`src/rtl/uop_tribus_arbiter.sv`:
```
// Round-robin owner arbiter for a shared tri-state bus.
// grant is a registered one-hot drive enable, and a turnaround gap separates tenures.
module uop_tribus_arbiter #(
  parameter int unsigned N        = 4,
  parameter int unsigned MAXHOLD  = 8,
  parameter int unsigned TURN_CYC = 1
) (
  input  logic                 clk,
  input  logic                 reset,
  input  logic [N-1:0]         req,
  output logic [N-1:0]         grant,
  output logic [$clog2(N)-1:0] gnt_id,
  output logic                 busy,
  output logic                 timed_out
);

  localparam int unsigned IW = $clog2(N);
  localparam int unsigned HW = $clog2(MAXHOLD + 1);
  localparam int unsigned TW = $clog2(TURN_CYC + 1);

  typedef enum logic [1:0] {
    IDLE  = 2'd0,
    GRANT = 2'd1,
    TURN  = 2'd2
  } state_e;

  state_e          state_q, state_d;
  logic [HW-1:0]   hold_q, hold_d;
  logic [TW-1:0]   turn_q, turn_d;
  logic [IW-1:0]   last_q, last_d;
  logic [N-1:0]    grant_q, grant_d;
  logic [IW-1:0]   gnt_id_q, gnt_id_d;
  logic            busy_q, busy_d;
  logic            timed_out_q, timed_out_d;
  logic            forced_rel;
  logic            win_found;
  logic [IW-1:0]   win_idx;
  logic [IW-1:0]   cand;

  // Round-robin search starting one past the last owner.
  always_comb begin
    win_found = 1'b0;
    win_idx   = '0;
    cand      = '0;
    for (int unsigned i = 0; i < N; i++) begin
      cand = IW'((32'(last_q) + 32'd1 + i) % N);
      if (!win_found && req[cand]) begin
        win_found = 1'b1;
        win_idx   = cand;
      end
    end
  end

  always_ff @(posedge clk or posedge reset) begin
    if (reset) begin
      state_q     <= IDLE;
      hold_q      <= '0;
      turn_q      <= '0;
      last_q      <= IW'(N - 1);
      grant_q     <= '0;
      gnt_id_q    <= '0;
      busy_q      <= 1'b0;
      timed_out_q <= 1'b0;
    end else begin
      state_q     <= state_d;
      hold_q      <= hold_d;
      turn_q      <= turn_d;
      last_q      <= last_d;
      grant_q     <= grant_d;
      gnt_id_q    <= gnt_id_d;
      busy_q      <= busy_d;
      timed_out_q <= timed_out_d;
    end
  end

  // Next state; a release by the owner takes precedence over the hold limit.
  always_comb begin
    state_d    = state_q;
    hold_d     = hold_q;
    turn_d     = turn_q;
    last_d     = last_q;
    forced_rel = 1'b0;
    case (state_q)
      IDLE: begin
        if (win_found) begin
          state_d = GRANT;
          hold_d  = HW'(1);
          last_d  = win_idx;
        end
      end
      GRANT: begin
        if (!req[last_q]) begin
          state_d = TURN;
          hold_d  = '0;
          turn_d  = TW'(1);
        end else if (hold_q == HW'(MAXHOLD)) begin
          state_d    = TURN;
          hold_d     = '0;
          turn_d     = TW'(1);
          forced_rel = 1'b1;
        end else begin
          hold_d = hold_q + HW'(1);
        end
      end
      TURN: begin
        if (turn_q == TW'(TURN_CYC)) begin
          turn_d = '0;
          if (win_found) begin
            state_d = GRANT;
            hold_d  = HW'(1);
            last_d  = win_idx;
          end else begin
            state_d = IDLE;
          end
        end else begin
          turn_d = turn_q + TW'(1);
        end
      end
      default: state_d = IDLE;
    endcase
  end

  // Output values for the coming cycle, registered alongside the state.
  always_comb begin
    grant_d     = '0;
    busy_d      = 1'b0;
    gnt_id_d    = gnt_id_q;
    timed_out_d = forced_rel;
    if (state_d == GRANT) begin
      grant_d  = N'(1) << last_d;
      busy_d   = 1'b1;
      gnt_id_d = last_d;
    end
  end

  assign grant     = grant_q;
  assign gnt_id    = gnt_id_q;
  assign busy      = busy_q;
  assign timed_out = timed_out_q;

endmodule
```
`config.mk`:
```
export PLATFORM = sky130hd
export DESIGN_NAME = uop_tribus_arbiter
export DESIGN_NICKNAME = d
export VERILOG_FILES = /design/src/rtl/uop_tribus_arbiter.sv
export SDC_FILE = /design/constraint.sdc
export NUM_CORES = 1
export LEC_CHECK = 0
export ABC_AREA = 1
export CAP_MARGIN = 20
export CORE_MARGIN = 2
export CORE_UTILIZATION = 49
export DETAILED_ROUTE_END_ITERATION = 7
export PLACE_DENSITY_LB_ADDON = 0.12
export SYNTH_ARGS = -nofsm -noshare
export SYNTH_HDL_FRONTEND = slang
export SYNTH_SLANG_ARGS = --single-unit
```
`constraint.sdc`:
```
create_clock -name clk -period 1.6 [get_ports clk]
set_input_delay 0.24 -clock clk [delete_from_list [all_inputs] [get_ports clk]]
set_output_delay 0.24 -clock clk [all_outputs]
set_load 0.05 [all_outputs]
```
Word-level counts from Yosys, hierarchy flattened
Cells that the tools add are included.
{ "classes": {"eq_ne": 6, "mux": 41, "order_cmp": 5, "n_addsub": 6, "shift": 1, "multipliers": 0, "div_mod_pow": 0, "n_reduce_logical": 11, "bitwise": 0} }
{ "op_table": {"columns": ["op", "count"], "rows": [
  ["$mux 2", 10],
  ["$mux 4", 5],
  ["$mux 1", 17],
  ["$lt 2x3->1 const B", 5],
  ["$pmux 4 s3", 1],
  ["$bmux 1 s2", 5],
  ["$pmux 2 s3", 1],
  ["$add 2x1->2 const B", 2],
  ["$add 2x2->2 const B", 2],
  ["$add 4x1->4 const B", 1],
  ["$eq 2x1->1 const B", 2],
  ["$eq 4x4->1 const B", 1],
  ["$pmux 2 s2", 1],
  ["$reduce_and 2->1", 2],
  ["$shl 1x2->4 const A", 1],
  ["$logic_and 1x1->1", 3],
  ["$logic_not 1->1", 3],
  ["$ne 3x3->1 const B", 1],
  ["$reduce_bool 3->1", 1],
  ["$eq 2x2->1 const B", 1],
  ["$logic_not 2->1", 1],
  ["$ne 2x2->1 const B", 1],
  ["$pmux 1 s2", 1],
  ["$reduce_bool 2->1", 1],
  ["$add 1x1->1 const B", 1]
]} }
{ "word_totals": {"memories": 0, "out_inout_bits": 8, "ram_bits": 0, "inputBits": 6, "latch_bits": 0, "rom_bits": 0, "register_bits": 17} }

Logic depth before layout (Yosys ltp)
Gate-level depths: netlist (run 1).
{ "logic_depth": {"depth_word": 18, "mapped_depth": 14, "ltp_nobuf": 13} }

Worst setup path before layout (run 1)
No wires, ideal clock.
{ "synth_path": {"path_kind": "register to register", "start": "register last_q[0]", "end": "register gnt_id_q[0], in the netlist gnt_id[0]", "required_time_ns": 1.481, "setup_ns": 0.119, "stages_incl_launch_ff": 15, "arrival_ns": 1.504, "period_less_slack_ns": 1.623, "setup_slack_ns": -0.023, "cell_sequence": "dfstp_2 buf_6 inv_6 nand2_2 nand2_1 nand2_2 nand3_2 inv_2 nand2_1 nand2_1 nand2_1 nand3_4 nand3_4 nand2_1 nand2_1"} }
{ "synth_via": {"elab_chain_len": 17, "elab_cells_between_ends": 37, "classes_between": "add/sub: 4; eq/ne: 1; mux: 26; reduce/logical: 6"} }
{ "synth_lines": {"columns": ["item", "line_no", "text"], "rows": [
  ["start, declared", "30", "logic [IW-1:0] last_q, last_d;"],
  ["start signal, assigned", "59", "last_q <= IW'(N - 1);"],
  ["start signal, assigned", "68", "last_q <= last_d;"],
  ["parallel branches: the longest is 17 deep, another holds $add 2x1->2", null, null],
  ["end signal, assigned", "70", "gnt_id_q <= gnt_id_d;"],
  ["end, declared", "32", "logic [IW-1:0] gnt_id_q, gnt_id_d;"]
]} }
Parallel ways; which one is timed is not known. The select of a mux whose other input is x is not followed.
A chain may end at the register's enable or synchronous reset.

Final worst setup path (run 1)
{ "layout_path": {"start": "register last_q[0]", "end": "register gnt_id_q[1], in the netlist gnt_id[1]"} }
Same word-level chain as after synthesis.

==> impl_metrics.csv, run 1 <==
group,metric,value,unit
status,outcome,"finished with violations",
status,failing_checks,"negative setup slack",
die,floorplan.initialDensity,53.22,%
die,core_region_area,0.002255,sq mm
synthesis,synth_top_cell_area_share,31.28,%
synthesis,synth-compound-area-share,5.944,%
routing,drtAntennaViolNets,0,
grt,pin_count_of_the_biggest_net_entering_global_routing,18,
setup_path,worstPathCellList,"inv_6, nand2_1, nand2_1, nand2_1, nand2_1, inv_2, nand4_4, nand2_2, nand3_4, nand3_4, nand2_1, nand2_1",
place,routability_congestion_estimate,0.8964,
grt,groute.usage.overall,19.21,%
setup_path,worstSetupPathType,"flip-flop to flip-flop",
setup_path,critPathSlowestCell,"dfstp_2",
setup_path,path_max_fanout,8,
setup_path,timing.critical_path.slowest_cell_delay,660,ps
synthesis,synth.mux.area_fraction,0,%
synthesis,syn-num-nets,171,
routing,detail_route.wirelength,2.314,mm
setup_path,path_common_cell,"nand2_1",
synthesis,synth_sequential_area_ratio,35.66,%
routing,drt_iter0_drc,16,
synthesis,synth_top_family_by_area,"simple AND/OR/NAND/NOR gates",
setup_path,startpoint_type,"flip-flop",
synthesis,synth_warnings,0,
grt,globalRoute.totalOverflow,0,
setup_path,endpoint_kind,"flip-flop",
synthesis,synth_top_cells_by_area,"dfrtp_1 31%, nand2_1 15%, nand2_2 8.9%, ha_1 6.3%, inv_1 5.9%",
die,ios,14,
setup_path,critPathRequiredTime,1840,ps
timing,setup_slack,-157.8,ps
setup_path,arrival_time_at_the_worst_endpoint,2000,ps
synthesis,yosysUniqueCellTypes,24,
cts,cts_htree_levels,1,
synthesis,synthesis.area,0.001200,sq mm
timing,finalMaxSlewViolations,0,
cts,clock_tree.root_cell,"clkbuf_4",
job,drv_cap,0,
synthesis,yosys.area.top_type,"dfrtp_1",
grt,number_of_global_route_vias_before_repair,996,
synthesis,synth-xor-area-share,0,%
hold_path,timing.hold.worst.class,"primary input to async pin",
synthesis,mean_instance_size_in_the_synthesized_netlist,7.547,sq um
grt,initial_antenna_violation_count,0,
place,place.detailed.hpwl,1.886,mm
finish,layout.nets,208,
cts,insertion_delay,290,ps
timing,setup_viol_count_final,14,
cts,cts_inserted_buffers,3,
die,rows,17,
timing,transition_at_the_pin_with_the_smallest_max_transition_slack,247.3,ps
timing,period_needed,1758,ps
place,placement.setup.worst_slack,-221.4,ps
timing,grt_setup_unrepaired,"yes",
place,placement.io_buffers,13,
routing,route.vias.total,1082,
routing,drc_errors,0,
routing,dr.pass1.iters,5,
synthesis,synthSimpleGateAreaFrac,41.71,%
die,floorplan.die_area,0.002861,sq mm
timing,final_hold_viol_count,0,
finish,insertedDiodeCount,0,
timing,fmaxAchievable,568.9,MHz
grt,grt_first_pass_wirelength,3.974,mm
die,die_height,53.49,microns
timing,min_period_over_period,109.9,%
timing,clock_skew,2.960,ps
cts,clockBufferDepth,2,
cts,clock_transition_at_the_registers_of_the_reported_paths,100,ps
cts,hold_fix_buffer_count_after_cts,0,
synthesis,adder_and_majority_gate_portion_of_the_synthesized_area,6.257,%
finish,layout.core_utilization,68.15,%
finish,area_growth_syn_to_layout,28.05,%
synthesis,synthCells,159,
die,dieWidth,53.49,microns
cts,cts_sinks,17,
cts,tritoncts,"done",
synthesis,postSynthRegisterBits,17,
finish,final_layout_size_suffix_gt1_share,37.44,%
routing,vias_per_cell,4.852,
timing,worst_slew_margin_rel,83.34,%
routing,detail_route.wl_per_cell,10.38,microns
[per-layer routing]
metal / up-vias / part of all wire (%) / GRT usage [%]
met1: 493 / 48 / 24.60
met2: 14 / 47 / 32.30
met3: 5 / 2.6 / 1.695
li1: 570 / - / -
met5: - / 0 / 0
met4: 0 / 1.8 / 8.974
[what timing repair did]
item | in CTS | in global routing
resized for setup | 3 | 3
setup endpoints to repair | 15 | 16
pin swaps | 4 | 1
setup buffers | 2 | 0
endpoints found under the hold margin | 0 | 0
cloned | 0 | 0
[cells by family after synthesis]
| family | count (synthesis) |
|---|---|
| simple gates | 97 |
| fa+ha+maj | 6 |
| compound gates | 11 |
| flops | 17 |
| buf+inv | 28 |
[worst max-delay path: cells and delay by family (launching register included)]
family	cells	cell delay [ps]
simple gates	10	840
flops	1	660
buf+inv	2	180
[final cells by class]
type	instances	area, sq um
fill	197	718.2
multi-input combinational	114	675.6
sequential	17	427.9
timing repair buffer	34	267.8
inverter	26	102.6
tap	28	35.03
clock buffer	3	22.52
clock inverter	1	5.005
[cells in the mapped netlist, drive strengths merged]
master  count
a21oi       6
a31oi       2
buf         2
dfrtp      15
dfstp       2
ha          6
inv        26
nand2      65
nand3      12
nand3b      1
nand4       5
nor2       14
o21ai       2
o21bai      1
[placed cells by master, fill, tap and decap left out, drive strengths merged, types with 2 or more instances in the layout]
cell	instances
inv	26
dfstp	2
nand4	5
ha	6
a21oi	6
clkbuf	3
nand2	65
dfrtp	15
buf	29
nand3	12
nor2	14
o21ai	2
clkdlybuf4s50	5
a31oi	2
[path summary, 6_finish.rpt]
check	startpoint	endpoint	slack, ps	depth (start not counted)
setup / recovery	last_q[0]	gnt_id[1]	-160	12
hold / removal	reset	hold_q[3]	240	3
setup reg to reg	last_q[0]	gnt_id[1]	-160	12
hold reg to reg	gnt_id[0]	gnt_id[0]	490	2
max in group asynchronous	reset	last_q[1]	1100	3
min in group clk	gnt_id[0]	gnt_id[0]	490	2
[sequential cells by signal (all words and copies together) (netlist names)]
name       count
last_q         2
busy           1
gnt_id         2
hold_q         4
grant          4
state_q        2
turn_q         1
timed_out      1
[per-stage QoR]
step           std cells  hold WS, ps  instance area, sq um  TNS, ps
2_1_floorplan        159        164.6                  1205        0
3_3_place_gp         217        461.3                  1470    -1878
3_5_place_dp         217        463.5                  1470    -2071
4_1_cts              223        255.9                  1526    -1516
5_1_grt              223        284.9                  1536    -3419
6_report             223        243.9                  1536    -1511
Power of run 1 is not shown: default switching activity piles up to over one toggle a cycle in this logic, so the estimate is an artifact.
==> run 2, diff against run 1 <==
Settings changed: PLACE_DENSITY set to 0.74, PLACE_DENSITY_LB_ADDON 0.12 to unset.
==> run 2 against run 1 <==
Against the previous run:
- wire length is 15% higher
- sequential share of layout area decreased by 1.5 points
- register-to-register slack better by 20 ps
- highest routed layer unchanged
- maximum frequency increased by 0.93%
- setup slack better by 16 ps
- the run still ends with negative setup slack left
- non-clock buffer count is 2 higher
- design area is 5.5% higher
==> impl_metrics.csv, run 2 (synthesis gave the netlist of run 1 again) <==
group,metric,value,unit
status,outcome,"finished with violations",
status,failing_checks,"negative setup slack",
die,ios,14,
cts,cts_inserted_buffers,3,
grt,initial_antenna_violation_count,0,
finish,layout_filler_cell_count,187,
timing,final_hold_viol_count,0,
routing,dr.pass1.iters,5,
die,rows,17,
cts,clock_tree.root_cell,"clkbuf_4",
setup_path,endpoint_kind,"flip-flop",
die,dieWidth,53.49,microns
setup_path,arrival_time_at_the_worst_endpoint,1920,ps
cts,hold_fix_buffer_count_after_cts,0,
timing,setup_viol_count_final,15,
timing,grt_setup_unrepaired,"yes",
finish,most_common_library_cell_in_the_layout_ignoring_fill_and_taps,"nand2_1",
timing,worst_slew_margin_rel,66.45,%
job,drv_cap,0,
routing,drt_iter0_drc,23,
finish,fin_cells,225,
die,core_region_area,0.002255,sq mm
cts,cts_htree_levels,1,
setup_path,worstSetupPathType,"flip-flop to flip-flop",
finish,most-common-layout-cells,"33 x nand2_1, 28 x buf_4, 26 x nand2_2",
place,routability_congestion_estimate,0.7863,
hold_path,timing.hold.worst.class,"primary input to async pin",
routing,route.vias.total,1116,
timing,transition_at_the_pin_with_the_smallest_max_transition_slack,502.6,ps
routing,drc_errors,0,
place,place.detailed.hpwl,1.972,mm
cts,clock_transition_at_the_registers_of_the_reported_paths,100,ps
grt,groute.usage.overall,21.11,%
routing,detail_route.wirelength,2.668,mm
routing,vias_per_cell,4.960,
timing,clock_skew,3.202,ps
routing,drtAntennaViolNets,0,
grt,globalRoute.totalOverflow,0,
finish,final_layout_size_suffix_gt1_share,44.67,%
grt,pin_count_of_the_biggest_net_entering_global_routing,14,
die,floorplan.initialDensity,53.22,%
timing,fmaxAchievable,574.2,MHz
timing,period_needed,1742,ps
routing,detail_route.wl_per_cell,11.86,microns
die,floorplan.die_area,0.002861,sq mm
setup_path,startpoint_type,"flip-flop",
timing,finalMaxSlewViolations,0,
setup_path,critPathRequiredTime,1780,ps
place,placedCellCount,217,
grt,grt_first_pass_wirelength,4.381,mm
timing,min_period_over_period,108.8,%
finish,layout.nets,210,
setup_path,path_max_fanout,7,
finish,area_growth_syn_to_layout,35.14,%
timing,setup_slack,-141.6,ps
finish,insertedDiodeCount,0,
grt,number_of_global_route_vias_before_repair,1029,
place,placement.io_buffers,13,
cts,tritoncts,"done",
cts,clockBufferDepth,2,
cts,cts_sinks,17,
timing,finalHoldWorstSlack,276.9,ps
die,die_height,53.49,microns
timing,setup-tns-final,-1374,ps
cts,insertion_delay,280,ps
## run 2: worst paths after layout
path,start,cells after the start,slack (ps),endpoint
max,last_q[0],12,-140,gnt_id[1]
min,reset,2,280,grant[0]
max reg2reg,last_q[0],12,-140,gnt_id[1]
min reg2reg,gnt_id[1],2,510,gnt_id[1]
max in group asynchronous,reset,3,860,hold_q[3]
min in group clk,gnt_id[1],2,510,gnt_id[1]
## run 2: per-stage QoR
stage,util (%),setup slack [ps],instance area [sq um]
floorplan,-,1.722,1205
global placement,65.21,-156.8,1470
detailed placement,65.21,-231.2,1470
CTS,69.92,-140.0,1577
global route,71.92,-271.7,1622
finish,71.92,-141.6,1622
## run 2: per-layer routing
layer	vias to the layer above	wire length [microns]	track usage, %
li1	568	-	-
met1	523	1181	25.80
met2	21	1397	37.86
met3	4	62	3.672
met4	0	27	5.128
met5	-	0	0
## run 2: layout make-up
| class | count | area (sq um) | share of cell area (%) |
|---|---|---|---|
| clock buffers | 4 | 26.28 | 1.620 |
| inverters | 26 | 102.6 | 6.327 |
| multi-input cells | 114 | 735.7 | 45.37 |
| flip-flops and latches | 17 | 427.9 | 26.39 |
| well taps | 28 | 35.03 | 2.160 |
| repair buffers | 36 | 294.0 | 18.13 |
## run 2: worst max-delay path, stage by stage (launching register included)
cell and delay, ps:
dfstp_2 630, buf_6 130, nand2_1 60, nand2_2 80, nand2_1 60, nand2_2 80, inv_2 60, nand4_1 90
nand2_1 60, nand2_2 120, nand3_4 120, nand2_2 90, nand2_1 50
## run 2: what timing repair did
action	CTS	global route
endpoints found under the setup margin	15	16
gates resized for setup	16	13
cloned	0	0
buffers inserted	3	1
pin swaps	14	11
Power of run 2 is left out for the same reason.
==> patch 1: new RTL, settings of run 1 <==
Reset style: synchronous (`reset`), changed in one clocked block.
--- a/src/rtl/uop_tribus_arbiter.sv
+++ b/src/rtl/uop_tribus_arbiter.sv
@@ -53,3 +53,3 @@
 
-  always_ff @(posedge clk or posedge reset) begin
+  always_ff @(posedge clk) begin
     if (reset) begin
Function: differs if reset is asserted again (counterexample within 4 cycles, from zero or initial values and one cycle with reset high); with reset held inactive, the same outputs for 10 cycles.
==> patch 1 against run 1 <==
The flow still finishes with violations (negative setup slack); critical path depth shrank 1; utilization rose by 8.9 points; setup slack improved by 0.097 ns; synthesized area is 2.4% lower; sequential cell count did not move; highest routed layer unchanged; design area is 12% higher; largest cell class unchanged; sequential share of layout area fell by 7.6 points; wire length increased by 26%.
==> patch 1: results (changes against run 1) <==
count of final setup violators=8 (-6); Yosys warning count=0 (unchanged); library cells used by synthesis=30 (+25%); layout cells sized above 1=0.557 (+0.182); pre-CTS WS=-0.288 ns (-0.0666 ns); LEAKAGE=around 0.86 nW; clk_skew=0.00637 ns (+0.00341 ns); most common cell in the netlist=nand2_1; vias in the first global route=1045 (+4.9%); Post-DP Area=1440 µm² (-1.8%); non-filler cells, final=222 (-0.45%); drt via density=5.14 (+5.9%); failing checks=negative setup slack; Longest Clk Path Bufs=2 (unchanged); top_reg_cell synth=dfxtp_1; cts hold-fix bufs=0 (unchanged); sequential fraction of the synthesis area=0.291 (-0.0660); Fin Setup TNS=-0.210 ns (+1.30 ns); filler cell count=159 (-19%); largest net degree at the start of global routing=11 (-7); DRT iter0 DRCs=28 (+12); Residual DRC=0 (unchanged); Syn Nets=167 (-2.3%); first-pass GRT wire length=4240 µm (+6.6%); total CTS buffers=3 (unchanged); most frequent cells after synthesis=nand2_1, inv_1, dfxtp_1, nand2_2, nand3_1; Initial Util=0.524 (-0.00782); Placed Cells incl. Taps=211 (-2.8%); Detailed Routing Iterations Pass 1=4 (-1); async set or reset register ratio after synthesis=0 (-1.00); antenna cells=0 (unchanged); CP max FO=8 (unchanged); Hold WC Path Type=flip-flop to flip-flop; top post-synthesis cells by area=dfxtp_1, nand2_2, nand2_1; DRT Wirelength=2910 µm (+26%); post-DP HPWL=2040 µm (+8.2%); clock slew at the register clock pins of the worst setup and hold paths=approximately 0.11 ns; worst vdd ir=roughly 0.0014 V; status=complete, but fails checks; post-route setup slack=-0.0605 ns (+0.0973 ns); Least-Margin Pin Slew=0.338 ns (+0.0903 ns); clock latency on the worst-skew pair=0.29 ns (about the same); GRT Total Usage=0.209 (+0.0170); clock root cell=clkbuf_4; gp weighted congestion=0.813 (-9.3%); initial antenna violation count=0 (unchanged); Post-Syn Area per Cell=7.56 µm² (+0.12%); port bufs=13 (unchanged); H-tree levels=1 (unchanged)
[patch 1: where the power goes]
part           internal [mW]  total [mW]  switching (mW)
sequential             0.569       0.692           0.123
clock                 0.0929       0.234           0.141
combinational          0.992        2.55            1.55
[patch 1: cells by family (layout without fill, tap and decap cells)]
| logic type | Yosys count | count (layout) | share of synthesized area |
|---|---|---|---|
| simple gates | 92 | 92 | 0.480 |
| buf+inv | 28 | 67 | 0.103 |
| flops | 17 | 17 | 0.291 |
| compound gates | 12 | 12 | 0.0630 |
| fa+ha+maj | 6 | 6 | 0.0641 |
[patch 1: final timing paths]
kind | start | endpoint | slack [ns] | depth (start not counted)
min reg2reg | hold_q[0]$_SDFFE_PP0P_ | hold_q[0]$_SDFFE_PP0P_ | 0.49 | 2
max | last_q[0]$_SDFF_PP1_ | gnt_id[0]$_SDFFE_PP0N_ | -0.06 | 11
max reg2reg | last_q[0]$_SDFF_PP1_ | gnt_id[0]$_SDFFE_PP0N_ | -0.06 | 11
min | hold_q[0]$_SDFFE_PP0P_ | hold_q[0]$_SDFFE_PP0P_ | 0.49 | 2
[patch 1: layout make-up]
type,instances,area share
clock buffers,3,0.0131
clock inverters,1,0.00291
inverters,27,0.0662
multi-input cells,110,0.529
flip-flops and latches,17,0.202
well taps,28,0.0204
repair buffers,36,0.166
[patch 1: what timing repair did]
| item | 4_1_cts | 5_1_grt |
|---|---|---|
| setup buffers | 4 | 4 |
| pin swaps | 1 | 6 |
| setup endpoints to repair | 9 | 11 |
| gates resized for setup | 18 | 35 |
| hold endpoints to repair | 0 | 0 |
[patch 1: critical path, cell delays in order (launching register included)]
cell and delay, ns:
dfxtp_4 0.47, nand2_2 0.11, nand3_2 0.10, nand2_2 0.12, nor2_8 0.18, nand4_4 0.13, nand2_2 0.11, nand3_4 0.10
nand3_4 0.10, nand2_1 0.06, nand2_1 0.06, nor2_1 0.04
[patch 1: through the flow]
step           utilization  power, mW
2_1_floorplan            -       2.16
3_3_place_gp         0.646       2.68
3_5_place_dp         0.646       2.73
4_1_cts              0.690       3.07
5_1_grt              0.770       3.71
6_report             0.770       3.47
[patch 1: per-layer routing]
| layer | routed length [µm] | vias to the layer above | part of all wire | GRT usage |
|---|---|---|---|---|
| li1 | - | 579 | - | - |
| met5 | 0 | - | 0 | 0 |
| met4 | 21 | 0 | 0.0072 | 0.0855 |
| met2 | 1630 | 15 | 0.56 | 0.398 |
| met3 | 43 | 4 | 0.015 | 0.0282 |
| met1 | 1210 | 543 | 0.42 | 0.229 |
==> patch 2: new RTL, settings of run 1 <==
Made on the original files. The parameter `MAXHOLD` goes from 8 to 4.
--- a/src/rtl/uop_tribus_arbiter.sv
+++ b/src/rtl/uop_tribus_arbiter.sv
@@ -4,3 +4,3 @@
   parameter int unsigned N        = 4,
-  parameter int unsigned MAXHOLD  = 8,
+  parameter int unsigned MAXHOLD  = 4,
   parameter int unsigned TURN_CYC = 1
Formal check against the unedited RTL: not equivalent (a bounded check fails within 10 cycles, from zero or initial values and one cycle with reset high).
==> patch 2 against run 1 <==
The flow still finishes with violations (negative setup slack); count of clock-buffer cells in the layout rose by 1; synthesized area is 9.6% lower; wire length fell by 1.1%; maximum frequency increased by 7.6%; non-clock buffer count increased by 1; critical path depth shrank 1; sequential cell count is 1 lower; setup slack better by 0.12 ns; design area down 6.3%; critical path type unchanged.
==> patch 2: results (changes against run 1) <==
status=complete, but fails checks; failing checks=negative setup slack; Detailed Routing Iterations Pass 1=4 (-1); CP max FO=7 (-1); Fin Setup TNS=-0.121 ns (+1.39 ns); sequential fraction of the synthesis area=0.371 (+0.0148); first-pass GRT wire length=3980 µm (+0.18%); max reg flops=4; Syn Nets=144 (-16%); met1 GRT Util=0.238 (-0.00774); library cells used by synthesis=28 (+17%); Non-clk invs=18 (-31%); multi-input combinational cell area=628 µm² (-7.0%); Residual DRC=0 (unchanged); drt via density=4.89 (+0.86%); fraction of area in registers=0.280 (+0.00125); clk_buf instances=4 (+1); met3 Use GR=0.0351 (+0.0181); layout cells sized above 1=0.418 (+0.0433); clock-cell share of area=0.0182 (+0.000330); count of final setup violators=5 (-9); clock slew at the register clock pins of the worst setup and hold paths=about 0.090 ns; Hold WC Path Type=input port to asynchronous set/reset pin; Nets=183 (-12%); Sinks on Clock Net=16 (-1); clk_skew=0.00745 ns (+0.00449 ns); Max stage delay on crit path=0.67 ns; comb_multi_in=97 (-15%); pre-CTS WS=-0.160 ns (+0.0615 ns); largest net degree at the start of global routing=17 (-1); Relative slew margins=0.845 (+0.0112); met2 routed WL=1190 µm (+8.2%); top post-synthesis cells by area=dfrtp_1, nand2_1, ha_1; most frequent cells after synthesis=nand2_1, inv_1, dfrtp_1, nand3_1, nor2_1; met3 routed WL=60 µm (-1.6%); drt wl/cell=11.6 µm (+11%); grt met2 use=0.359 (+0.0363); gp weighted congestion=0.834 (-6.9%); Layout non-clock buf frac=0.191 (+0.0169); Min Hold Slack=0.250 ns (+0.00626 ns); WP data arrival=1.82 ns (-0.18 ns); post-route setup slack=-0.0343 ns (+0.124 ns); Metal-1 WL=1000 µm (-10%); GRT Total Usage=0.201 (+0.00898); post-DP HPWL=1780 µm (-5.6%); bufs w/o clock=35 (+2.9%); filler cell count=193 (-2.0%)
patch 2: cell types whose count changed after synthesis, sizes merged, moves of 2 or more:
cell	delta
nand4	-3
a31oi	-2
inv	-8
o21ai	+5
nand2	-22
nand3	+2
patch 2: per-stage QoR:
stage                     std cells  power [mW]   util
after floorplan                 132        2.34      -
after global placement          187        2.99  0.620
after detailed placement        187        3.03  0.620
after CTS                       196        3.44  0.658
after global routing            198        3.84  0.670
final                           198        3.50  0.670
patch 2: timing repair:
| item | CTS | global route |
|---|---|---|
| setup buffers | 5 | 2 |
| endpoints found under the setup margin | 6 | 13 |
| pin swaps | 6 | 2 |
| resized for setup | 7 | 5 |
patch 2: path summary, 6_finish.rpt:
check	from	to	cells past startpoint
max	last_q[0]$_DFF_PP1_	gnt_id[0]$_DFFE_PP0P_	11
min reg2reg	gnt_id[1]$_DFFE_PP0P_	gnt_id[1]$_DFFE_PP0P_	2
max in group asynchronous	reset	last_q[0]$_DFF_PP1_	3
max reg2reg	last_q[0]$_DFF_PP1_	gnt_id[0]$_DFFE_PP0P_	11
min	reset	busy$_DFF_PP0_	3
min in group clk	gnt_id[1]$_DFFE_PP0P_	gnt_id[1]$_DFFE_PP0P_	2
patch 2: worst max-delay path, delay by kind of cell, from the launching register on:
kind / cells / cell delay (ns)
AND/OR/NAND/NOR: 10 / 0.78
buffers and inverters: 1 / 0.08
flip-flops: 1 / 0.67
patch 2: cells by family after synthesis:
kind of cell | Yosys count | synth area share
buffers and inverters | 19 | 0.0773
XOR/XNOR | 2 | 0.0162
AND/OR/NAND/NOR | 74 | 0.389
adder cells (fa/ha/maj) | 6 | 0.0692
AO/OA/AOI/OAI | 15 | 0.0773
flip-flops | 16 | 0.371
